$ cat config.mk
export PLATFORM = sky130hd
export DESIGN_NAME = uart_rx_fifo
export DESIGN_NICKNAME = d
export VERILOG_FILES = /design/src/rtl/uart_rx_fifo.sv
export SDC_FILE = /design/constraint.sdc
export NUM_CORES = 1
export LEC_CHECK = 0
export CAP_MARGIN = 30
export CORE_UTILIZATION = 45
export CTS_CLUSTER_DIAMETER = 120
export DETAILED_ROUTE_END_ITERATION = 12
export DONT_BUFFER_PORTS = 1
export GPL_TIMING_DRIVEN = 0
export PLACE_DENSITY_LB_ADDON = 0.25
export SYNTH_ARGS = -nofsm -noshare
export SYNTH_HDL_FRONTEND = slang
export SYNTH_SLANG_ARGS = --single-unit
$ cat constraint.sdc
create_clock -name mclkx16 -period 2.37 [get_ports mclkx16]
set_input_delay 0.3555 -clock mclkx16 [delete_from_list [all_inputs] [get_ports mclkx16]]
set_output_delay 0.3555 -clock mclkx16 [all_outputs]
set_load 0.01 [all_outputs]
$ cat src/rtl/uart_rx_fifo.sv
// ---------------------------------------------------------------------------
// uart_rx_fifo
//
// Drains a UART receiver into a small first-word-fall-through FIFO.
// A four-state drain FSM watches rxrdy. When rxrdy is high and there is room,
// it pulses rx_read_n low for exactly one cycle and latches the received byte
// into the tail entry. It then waits for the receiver to drop rxrdy before it
// looks for the next byte, so the same byte is never captured twice.
// When the FIFO is full, the byte stays in the receiver.
//
// Optional feature macro: RXFIFO_ERRFLAGS_EN
//   defined   : each entry also stores parity/framing/overrun flags, and
//               dout_perr/dout_ferr/dout_ovr show the head entry's flags.
//   undefined : entries hold data only, the status inputs are ignored, and
//               the dout_* status outputs are tied low.
//
// Parameters
//   DEPTH      entry count, power of two in 2..64
//
// Ports
//   mclkx16    in   system clock (16x baud)
//   reset      in   asynchronous active-high reset
//   rxrdy      in   receiver has a byte ready
//   rdata      in   receiver data, valid while rx_read_n is low
//   parityerr  in   receiver parity error flag
//   framingerr in   receiver framing error flag
//   overrun    in   receiver overrun flag
//   rx_read_n  out  receiver read strobe, idle high, driven from a flop
//   pop        in   host dequeue request (ignored when empty)
//   dout       out  head entry data (fall-through, no latency)
//   dout_perr  out  head entry parity error flag
//   dout_ferr  out  head entry framing error flag
//   dout_ovr   out  head entry overrun flag
//   empty      out  count == 0
//   full       out  count == DEPTH
//   count      out  occupancy, 0..DEPTH
// ---------------------------------------------------------------------------
module uart_rx_fifo #(
  parameter int DEPTH = 8
) (
  input  logic                     mclkx16,
  input  logic                     reset,
  input  logic                     rxrdy,
  input  logic [7:0]               rdata,
  input  logic                     parityerr,
  input  logic                     framingerr,
  input  logic                     overrun,
  output logic                     rx_read_n,
  input  logic                     pop,
  output logic [7:0]               dout,
  output logic                     dout_perr,
  output logic                     dout_ferr,
  output logic                     dout_ovr,
  output logic                     empty,
  output logic                     full,
  output logic [$clog2(DEPTH):0]   count
);

  localparam int AW = $clog2(DEPTH);
  localparam int CW = AW + 1;
  localparam logic [AW-1:0] PTR_ONE  = AW'(1);
  localparam logic [CW-1:0] CNT_ONE  = CW'(1);
  localparam logic [CW-1:0] CNT_FULL = CW'(DEPTH);

`ifdef RXFIFO_ERRFLAGS_EN
  localparam int ENTRY_W = 11;
`else
  localparam int ENTRY_W = 8;
`endif

  typedef enum logic [1:0] {
    IDLE     = 2'd0,
    ASSERT   = 2'd1,
    RELEASE  = 2'd2,
    WAIT_CLR = 2'd3
  } state_t;

  state_t          state_reg, state_next;
  logic            rx_read_n_reg, rx_read_n_next;
  logic [AW-1:0]   wr_ptr_reg, wr_ptr_next;
  logic [AW-1:0]   rd_ptr_reg, rd_ptr_next;
  logic [CW-1:0]   count_reg, count_next;

  logic            push;
  logic            do_pop;
  logic            full_int;
  logic            empty_int;

  // Storage has no reset. Only the pointers and the count say which entries
  // hold valid data.
  logic [ENTRY_W-1:0] mem [DEPTH];
  logic [ENTRY_W-1:0] wr_entry;
  logic [ENTRY_W-1:0] head_entry;

  assign full_int  = (count_reg == CNT_FULL);
  assign empty_int = (count_reg == '0);

  // The capture happens at the edge that leaves ASSERT. The reset term keeps
  // a capture from landing if reset arrives while the strobe is low.
  assign push   = (state_reg == ASSERT) && !reset;
  assign do_pop = pop && !empty_int;

  // -------------------------------------------------------------------------
  // Drain FSM: next state and strobe
  // -------------------------------------------------------------------------
  always_comb begin
    state_next = state_reg;
    unique case (state_reg)
      IDLE: begin
        if (rxrdy && !full_int) begin
          state_next = ASSERT;
        end
      end
      ASSERT: begin
        state_next = RELEASE;
      end
      RELEASE: begin
        state_next = WAIT_CLR;
      end
      WAIT_CLR: begin
        // The receiver may be slow to drop rxrdy after the rising strobe.
        // Holding here is what prevents a second capture of the same byte.
        if (!rxrdy) begin
          state_next = IDLE;
        end
      end
      default: begin
        state_next = IDLE;
      end
    endcase

    // The strobe is registered from the next state. rx_read_n is therefore
    // low exactly while the FSM sits in ASSERT, and it comes straight from
    // a flop.
    rx_read_n_next = (state_next != ASSERT);
  end

  // -------------------------------------------------------------------------
  // Pointer and occupancy next-state
  // -------------------------------------------------------------------------
  always_comb begin
    wr_ptr_next = wr_ptr_reg;
    rd_ptr_next = rd_ptr_reg;
    count_next  = count_reg;

    // DEPTH is a power of two, so pointer overflow is the modulo wrap.
    if (push) begin
      wr_ptr_next = wr_ptr_reg + PTR_ONE;
    end
    if (do_pop) begin
      rd_ptr_next = rd_ptr_reg + PTR_ONE;
    end

    unique case ({push, do_pop})
      2'b10:   count_next = count_reg + CNT_ONE;
      2'b01:   count_next = count_reg - CNT_ONE;
      default: count_next = count_reg;
    endcase
  end

  // -------------------------------------------------------------------------
  // Control registers (asynchronous reset)
  // -------------------------------------------------------------------------
  always_ff @(posedge mclkx16 or posedge reset) begin
    if (reset) begin
      state_reg     <= IDLE;
      rx_read_n_reg <= 1'b1;
      wr_ptr_reg    <= '0;
      rd_ptr_reg    <= '0;
      count_reg     <= '0;
    end else begin
      state_reg     <= state_next;
      rx_read_n_reg <= rx_read_n_next;
      wr_ptr_reg    <= wr_ptr_next;
      rd_ptr_reg    <= rd_ptr_next;
      count_reg     <= count_next;
    end
  end

  // -------------------------------------------------------------------------
  // Entry packing and storage
  // -------------------------------------------------------------------------
`ifdef RXFIFO_ERRFLAGS_EN
  assign wr_entry = {overrun, framingerr, parityerr, rdata};
`else
  assign wr_entry = rdata;
  // The status inputs have no function in this build.
  logic status_unused;
  assign status_unused = &{1'b0, parityerr, framingerr, overrun};
`endif

  always_ff @(posedge mclkx16) begin
    if (push) begin
      mem[wr_ptr_reg] <= wr_entry;
    end
  end

  // Fall-through read: the head is presented straight from storage. While
  // the FIFO is empty, this shows stale contents at the read pointer.
  assign head_entry = mem[rd_ptr_reg];
  assign dout       = head_entry[7:0];

`ifdef RXFIFO_ERRFLAGS_EN
  assign dout_perr = head_entry[8];
  assign dout_ferr = head_entry[9];
  assign dout_ovr  = head_entry[10];
`else
  assign dout_perr = 1'b0;
  assign dout_ferr = 1'b0;
  assign dout_ovr  = 1'b0;
`endif

  assign rx_read_n = rx_read_n_reg;
  assign empty     = empty_int;
  assign full      = full_int;
  assign count     = count_reg;

endmodule
### Yosys cells after proc, flatten, opt, wreduce, memory -nomap -nowiden

Memories as Yosys holds them, arrays and structs flattened.
Index checks and enable logic that the tools add are counted.

| word-level totals | value |
|---|---|
| bits in registers | 13 |
| bits in writable memories | 64 |
| bits of input ports | 15 |
| memories | 1 |

| cells by class | value |
|---|---|
| add/sub/neg operators | 4 |
| equality and inequality tests | 7 |
| multiplexer cells | 6 |
| reduce and logical (&&, ||, !) cells | 9 |

Memories:

| memory | words | bits a word | read ports | clocked after memory_dff | write ports | line | source |
|---|---|---|---|---|---|---|---|
| mem | 8 | 8 | 1 | 0 | 1 | 91 | `logic [ENTRY_W-1:0] mem [DEPTH];` |

Operators by type and width:

| cell | number |
|---|---|
| 2-bit one-hot mux with 4 select lines | 1 |
| 4-bit one-hot mux with 2 select lines | 1 |
| 3-bit by 1-bit adder with 3-bit output, second input constant | 2 |
| 2-bit == test, second input constant | 3 |
| 4-bit by 1-bit adder with 4-bit output, second input constant | 1 |
| 2-bit by 1-bit == test with 1-bit output, second input constant | 2 |
| 4-bit == test, second input constant | 1 |
| 4-bit zero test | 1 |
| 2-bit 2-to-1 mux | 2 |
| 4-bit by 1-bit subtractor with 4-bit output, second input constant | 1 |
| 1-bit logical AND | 3 |
| 1-bit zero test | 3 |
| 2-bit zero test | 1 |
| 1-bit 2-to-1 mux | 2 |
| 2-bit by 1-bit != test with 1-bit output, second input constant | 1 |
| 2-bit nonzero test | 1 |

### Longest topological paths before layout

Gate-level depths: netlist of the first run.

| depth | value |
|---|---|
| depth in word-level cells | 6 |
| mapped depth | 8 |
| gate-level depth less buffers | 7 |

### Worst setup path before layout of the first run

No wires, ideal clock.

| path | value |
|---|---|
| kind | register to register |
| from | register count_reg[0], in the netlist count[0] |
| to | register count_reg[3], in the netlist count[3] |
| setup time | 0.134 ns |
| arrival time | 2.553 ns |
| slack | -0.316 ns |
| stages on the path, launching flop included | 9 |
| buffers on the path | 1 |
| cell sequence | dfrtp_1 clkbuf_1 o41ai_2 inv_2 ha_1 ha_1 or4b_2 o311ai_0 o211ai_1 |

| on the way | value |
|---|---|
| cells in the longest elaborated chain, start to end | 5 |
| elaborated cells between the ends (all ways) | 9 |

RTL lines:

| item | line | source |
|---|---|---|
| from (decl) | 82 | `logic [CW-1:0] count_reg, count_next;` |
| from (signal assigned) | 176 | `count_reg <= count_next;` |
| 4-bit zero test (*) | 96 | `assign empty_int = (count_reg == '0);` |
| 1-bit zero test (*) | 101 | `assign do_pop = pop && !empty_int;` |
| 1-bit logical AND (*) | 101 |  |
| named net do_pop | 85 | `logic do_pop;` |
| 2-bit by 1-bit == test with 1-bit output or 2-bit == test (tied branches) | 154 | `unique case ({push, do_pop})` |
| 4-bit one-hot mux with 2 select lines or 2-bit nonzero test (tied branches) | n/a |  |

Mark *: on every way through the listed nets, which the timed path passes. The rest lies on a longest branch.
A chain may end at the register's enable or synchronous reset.

### Worst setup path after layout of the first run

| path | value |
|---|---|
| from | register rd_ptr_reg[0] |
| to | output dout[3] |

| on the way | value |
|---|---|
| cells in the longest elaborated chain, start to end | 1 |

RTL lines:

| item | line | source |
|---|---|---|
| from (decl) | 81 | `logic [AW-1:0] rd_ptr_reg, rd_ptr_next;` |
| from (signal assigned) | 175 | `rd_ptr_reg <= rd_ptr_next;` |
| memory read 8 x 8 bit | n/a |  |
| to (decl) | 50 | `output logic [7:0] dout,` |

No other way between the ends.

==> results of run 1 <==
## layout make-up
class                      instances  area (um2)  share of cell area (%)
inverter                           8        30.0                   0.813
multi-input combinational         82         985                    26.7
clock inverter                     4        16.3                   0.440
tap                               96         120                    3.25
buffer                             9        83.8                    2.27
clock buffer                      11         131                    3.56
timing repair buffer              10        77.6                    2.10
sequential                        77        2250                    60.9
## cell families after synthesis
family                   Yosys count  synth area share (%)
XOR/XNOR                           6                  1.61
other                              1                 0.115
flip-flops                        77                  68.8
AND/OR/NAND/NOR                   30                  4.86
buffers and inverters             18                  3.22
multiplexers                      27                  16.6
adder cells (fa/ha/maj)            6                  2.53
AO/OA/AOI/OAI                     10                  2.26
## worst max-delay path, cell delays in order, from the launching register on
cell     delay (ps)
dfrtp_1         370
buf_6           170
buf_12          160
mux4_1          560
mux2_2          320
## per-stage QoR
step / setup WS (ps) / area (um2) / util, % / power [uW]
after global placement: -112 / 3430 / 49.6 / 3110
after floorplan: 18.6 / 3310 / - / 2890
after global routing: 7.28 / 3690 / 53.5 / 4310
after CTS: 53.8 / 3680 / 53.3 / 4090
final: 90.5 / 3690 / 53.5 / 4080
after detailed placement: -142 / 3440 / 49.8 / 3190
## layer usage
layer	global-route usage, %	wire length [um]	vias to the layer above
met5	0	0	-
met4	4.92	66	0
met3	6.26	302	7
met2	25.7	2740	38
met1	22.3	2490	788
li1	-	-	735
## cells in the final DEF (no fill, tap or decap), types with 2 or more instances in the layout
master | synthesis | layout
buf_4 | 3 | 12
nor2_1 | 7 | 7
xnor2_1 | 4 | 4
nand2_1 | 9 | 9
mux4_1 | 16 | 16
clkbuf_1 | 1 | 2
nand2b_1 | 3 | 3
xor2_1 | 2 | 2
conb_1 | 1 | 3
nor3b_1 | 2 | 2
clkbuf_8 | 0 | 10
nor3_1 | 2 | 2
inv_1 | 7 | 7
o21ai_0 | 4 | 4
ha_4 | 0 | 3
dfrtp_1 | 12 | 10
edfxtp_1 | 64 | 64
clkinv_1 | 0 | 3
dfrtp_2 | 0 | 2
mux2_2 | 10 | 10
ha_1 | 5 | 2
## repair_timing
item	4_1_cts	5_1_grt
endpoints found under the hold margin	12	0
hold buffers	1	0
endpoints found under the setup margin	9	3
gates resized for setup	8	2
buffers inserted	6	1
pin swaps	4	1
## how the worst max path moves through the flow
stage / depth (start not counted) / to
global placement: 7 / count[3]$_DFFE_PP0P_
floorplan: 7 / count[3]$_DFFE_PP0P_
CTS: 4 / dout[3]
global route: 8 / count[3]$_DFFE_PP0P_
detailed placement: 8 / count[3]$_DFFE_PP0P_
finish: 4 / dout[3]
## where the power goes
group / total [uW] / internal, uW / switching (uW)
clock: 792 / 363 / 430
combinational: 1450 / 759 / 689
sequential: 1840 / 1660 / 178
total: 4080 / 2780 / 1300
==> impl_metrics.py, run 1 <==
metrics = {
    "global_route": {
        "grt_pass1_vias": 1639,
        "grt_usage_pct": 16.7,
        "grt_pass1_wl_mm": 8.68,
        "overflow": 0,
        "antenna_found_initial": 0,
        "grt_max_degree": 14,
    },
    "logic_synthesis": {
        "async_flop_share_pct": 16.9,
        "synth_top_area_share_pct": 58.8,
        "synthFlopType": "edfxtp_1",
        "syn_inst": 175,
        "syn_area_um2": 3270,
        "syn_avg_cell_area_um2": 18.7,
        "synthTopCellsByArea": "edfxtp_1, mux4_1, dfrtp_1",
        "yosysWarnings": 0,
        "ys_ff_latch": 77,
        "yosysUniqueCellTypes": 37,
        "synthTopCellsByCount": "edfxtp_1, mux4_1, dfrtp_1, mux2_2, nand2_1",
        "ys_seq_area_share_pct": 68.8,
        "yosysMostFrequentCell": "edfxtp_1",
        "synth_edf_count": 64,
        "synth_top_area_cell": "edfxtp_1",
    },
    "min_path": {
        "hold_path_class": "in2reg",
        "min_from": "rdata[6]",
        "hold_path_depth": 0,
        "worstHoldEndpoint": "mem[6][6]$_DFFE_PP_",
    },
    "worst_setup_path": {
        "crit_required_ps": 2010,
        "r2r-start": "count[3]$_DFFE_PP0P_",
        "cp-startpoint": "rd_ptr_reg[0]$_DFFE_PP0P_",
        "worstSetupPathType": "reg2out",
        "cp-start-kind": "flip-flop",
        "r2r_setup_slack_ps": 100,
        "crit_fanout": 10,
        "r2r_cells": 8,
        "end_kind": "output port",
        "worst-endpoint-arrival_ps": 1920,
        "r2r-end": "count[3]$_DFFE_PP0P_",
    },
    "power_and_ir_drop": {
        "ir_worst_vdd_uv": 663,
        "p_per_area_nw_per_um2": 1100,
        "leakagePower_uw": 0.00129,
    },
    "placement": {
        "port_buffers": 0,
        "placed_cells": 275,
        "gp_congestion": 0.730,
        "hpwl_mm": 3.59,
    },
    "floorplanning": {
        "placementRows": 30,
        "start_util_pct": 47.3,
        "pin_count": 33,
        "die-width_um": 87.2,
        "die-height_um": 87.2,
        "core_um2": 6910,
        "die_area_um2": 7610,
    },
    "cells_and_area": {
        "areaGrowthSynthToFinish_pct": 13.1,
        "n_fill_cell": 562,
        "diodes": 0,
        "layout.nets": 218,
        "final_cells": 297,
        "largest_register_ffs": 64,
        "drive_gt1_share_pct": 23.9,
    },
    "detailed_routing": {
        "drtPass1Iterations": 4,
        "vias_per_cell": 5.28,
        "drcViolationCount": 0,
        "drt_iter0_markers": 80,
        "wl_mm": 5.60,
        "ant_nets": 0,
        "wl_per_cell_um": 18.8,
        "vias": 1568,
    },
    "clock_network": {
        "root_buffer": "clkbuf_8",
        "ctsHtreeMaxLevel": 3,
        "cts.sinks": 77,
        "clock_latency_ps": 340,
        "cts_tree": "done",
        "numCtsBuffers": 9,
        "clock_tree.buffer_depth": 2,
        "path_clk_slew_ps": 70,
    },
    "status": {
        "status": "completed",
    },
    "sta": {
        "setup_tns_ps": 0,
        "post-route-period-util_pct": 96.2,
        "finClkSkew_ps": 5.01,
        "drv_slew": 0,
        "rsz0062_at_grt": "no",
        "fmax_mhz": 439,
        "hold_violations": 0,
        "tightest_slew_ps": 983,
        "max_slew_margin_pct": 34.2,
        "finalSetupViolCount": 0,
        "hold_ws_ps": 107,
        "fin_crit_ps": 2280,
    },
    "run": {
        "maxCapViolations": 0,
    },
}
(Power assumes the default switching activity.)
==> inputs of run 2 (changes only) <==
--- a/config.mk
+++ b/config.mk
@@ -13,4 +13,5 @@
 export GPL_TIMING_DRIVEN = 0
 export PLACE_DENSITY_LB_ADDON = 0.25
+export REMOVE_ABC_BUFFERS = 1
 export SYNTH_ARGS = -nofsm -noshare
 export SYNTH_HDL_FRONTEND = slang
==> constraint.sdc (replaced) <==
create_clock -name mclkx16 -period 2.37 [get_ports mclkx16]
set_input_delay 0.237 -clock mclkx16 [delete_from_list [all_inputs] [get_ports mclkx16]]
set_output_delay 0.237 -clock mclkx16 [all_outputs]
set_load 0.01 [all_outputs]
==> run 2 against run 1 <==
Against the previous run: via count increased by 1.0%; sequential share of layout area decreased by 0.27 points; worst hold slack got worse by 33 ps; power decreased by 1.5%; critical path type is now reg2reg; die area unchanged; cell count increased by 0.34%; core utilization increased by 0.33 points; critical path depth increased by 3; non-clock buffer count unchanged.
==> impl_metrics.py, run 2 (synthesis gave the netlist of run 1 again) <==
metrics = {
    "status": {
        "status": "completed",
    },
    "sta": {
        "max_slew_margin_pct": 34.1,
        "hold_ws_ps": 73.9,
        "fin_ws_ps": 107,
        "setup_tns_ps": 0,
        "hold_violations": 0,
        "finClkSkew_ps": 8.30,
        "tightest_slew_ps": 984,
        "fin_crit_ps": 2260,
        "finalSetupViolCount": 0,
        "fmax_mhz": 442,
        "drv_slew": 0,
        "post-route-period-util_pct": 95.5,
    },
    "floorplanning": {
        "die-height_um": 87.2,
        "start_util_pct": 47.3,
        "core_um2": 6910,
        "placementRows": 30,
        "pin_count": 33,
        "die_area_um2": 7610,
        "die-width_um": 87.2,
    },
    "detailed_routing": {
        "ant_nets": 0,
        "wl_mm": 5.45,
        "wl_per_cell_um": 18.3,
        "vias_per_cell": 5.32,
        "drtPass1Iterations": 4,
        "vias": 1584,
        "drt_iter0_markers": 99,
        "drcViolationCount": 0,
    },
    "clock_network": {
        "cts_tree": "done",
        "clock_tree.buffer_depth": 2,
        "cts.sinks": 77,
        "path_clk_slew_ps": 70,
        "clock_latency_ps": 330,
        "root_buffer": "clkbuf_8",
        "ctsHtreeMaxLevel": 3,
        "numCtsBuffers": 9,
    },
    "placement": {
        "hpwl_mm": 3.46,
        "gp_congestion": 0.793,
        "pre_cts_ws_ps": -471,
        "port_buffers": 0,
        "placed_cells": 265,
    },
    "cells_and_area": {
        "layout.nets": 218,
        "final_cell_mix": "edfxtp_1, mux4_1, clkbuf_8",
        "drive_gt1_share_pct": 22.3,
        "diodes": 0,
        "largest_register_ffs": 64,
        "final_common_cell": "edfxtp_1",
        "areaGrowthSynthToFinish_pct": 13.7,
        "final_cells": 298,
    },
    "power_and_ir_drop": {
        "leakagePower_uw": 0.00129,
        "ir_worst_vdd_uv": 513,
        "p_total_uw": 4020,
        "p_per_area_nw_per_um2": 1080,
    },
    "global_route": {
        "grt_pass1_wl_mm": 8.42,
        "grt_max_degree": 19,
        "overflow": 0,
        "grt_pass1_vias": 1680,
        "grt_usage_pct": 15.8,
        "antenna_found_initial": 0,
    },
    "worst_setup_path": {
        "crit_required_ps": 2580,
        "crit_fanout": 8,
        "end_kind": "flip-flop",
        "worstSetupPathType": "reg2reg",
        "worst-endpoint-arrival_ps": 2470,
        "cp-start-kind": "flip-flop",
    },
    "run": {
        "maxCapViolations": 0,
    },
    "min_path": {
        "hold_path_class": "in2reg",
    },
}
[run 2: changes by cell type in the layout (fill, tap and decap cells not counted), moves of 2 or more]
cell,change
clkinv_1,-2
buf_4,-2
dfrtp_1,-3
dlygate4sd3_1,+8
dfrtp_2,+3
[run 2: layer usage]
| layer | global-route usage, % | wire, um |
|---|---|---|
| met1 | 19.7 | 2230 |
| met2 | 26.4 | 2860 |
| met3 | 4.17 | 296 |
| met4 | 6.71 | 68 |
| met5 | 0 | 0 |
[run 2: where the power goes]
part / internal, uW / total (uW) / leakage [uW] / switching [uW]
Clock: 434 / 855 / 0.0000881 / 421
Combinational: 661 / 1140 / 0.000478 / 482
Sequential: 1660 / 2020 / 0.000724 / 358
[run 2: per-stage QoR]
step | utilization (%) | cell area [um2]
finish | 53.8 | 3720
global route | 53.8 | 3720
CTS | 52.9 | 3650
detailed placement | 48.3 | 3340
global placement | 48.1 | 3320
floorplan | - | 3200
[run 2: what timing repair did]
action                                  in CTS  in global routing
hold endpoints to repair                    76                  0
endpoints found under the setup margin       9                  1
pin swaps                                    1                  3
hold buffers                                 9                  0
buffers inserted                             1                  7
gates resized for setup                     11                  2
[run 2: path summary, 6_finish.rpt]
kind	to	slack, ps	from	cells past startpoint
worst max-delay path	count[3]$_DFFE_PP0P_	110	count[0]$_DFFE_PP0P_	7
worst min-delay path	state_reg[0]$_DFF_PP0_	70	rxrdy	2
worst max register to register	count[3]$_DFFE_PP0P_	110	count[0]$_DFFE_PP0P_	7
worst min register to register	wr_ptr_reg[0]$_DFFE_PP0P_	530	wr_ptr_reg[0]$_DFFE_PP0P_	1
max in group asynchronous	count[0]$_DFFE_PP0P_	1660	reset	2
min in group asynchronous	wr_ptr_reg[1]$_DFFE_PP0P_	360	reset	2
[run 2: cell type report]
| type | count | area (um2) |
|---|---|---|
| Fill cell | 549 | 3190 |
| Sequential cell | 77 | 2250 |
| Multi-Input combinational cell | 82 | 976 |
| Timing Repair Buffer | 19 | 165 |
| Clock buffer | 14 | 163 |
| Tap cell | 96 | 120 |
| Inverter | 8 | 30.0 |
| Clock inverter | 2 | 8.76 |
[run 2: worst max-delay path, cell delays in order, from the launching register on]
cell and delay (ps):
dfrtp_2 500, o41ai_4 400, inv_2 100, ha_4 200, ha_4 240, or4b_4 480
o311ai_2 90, o211ai_1 130
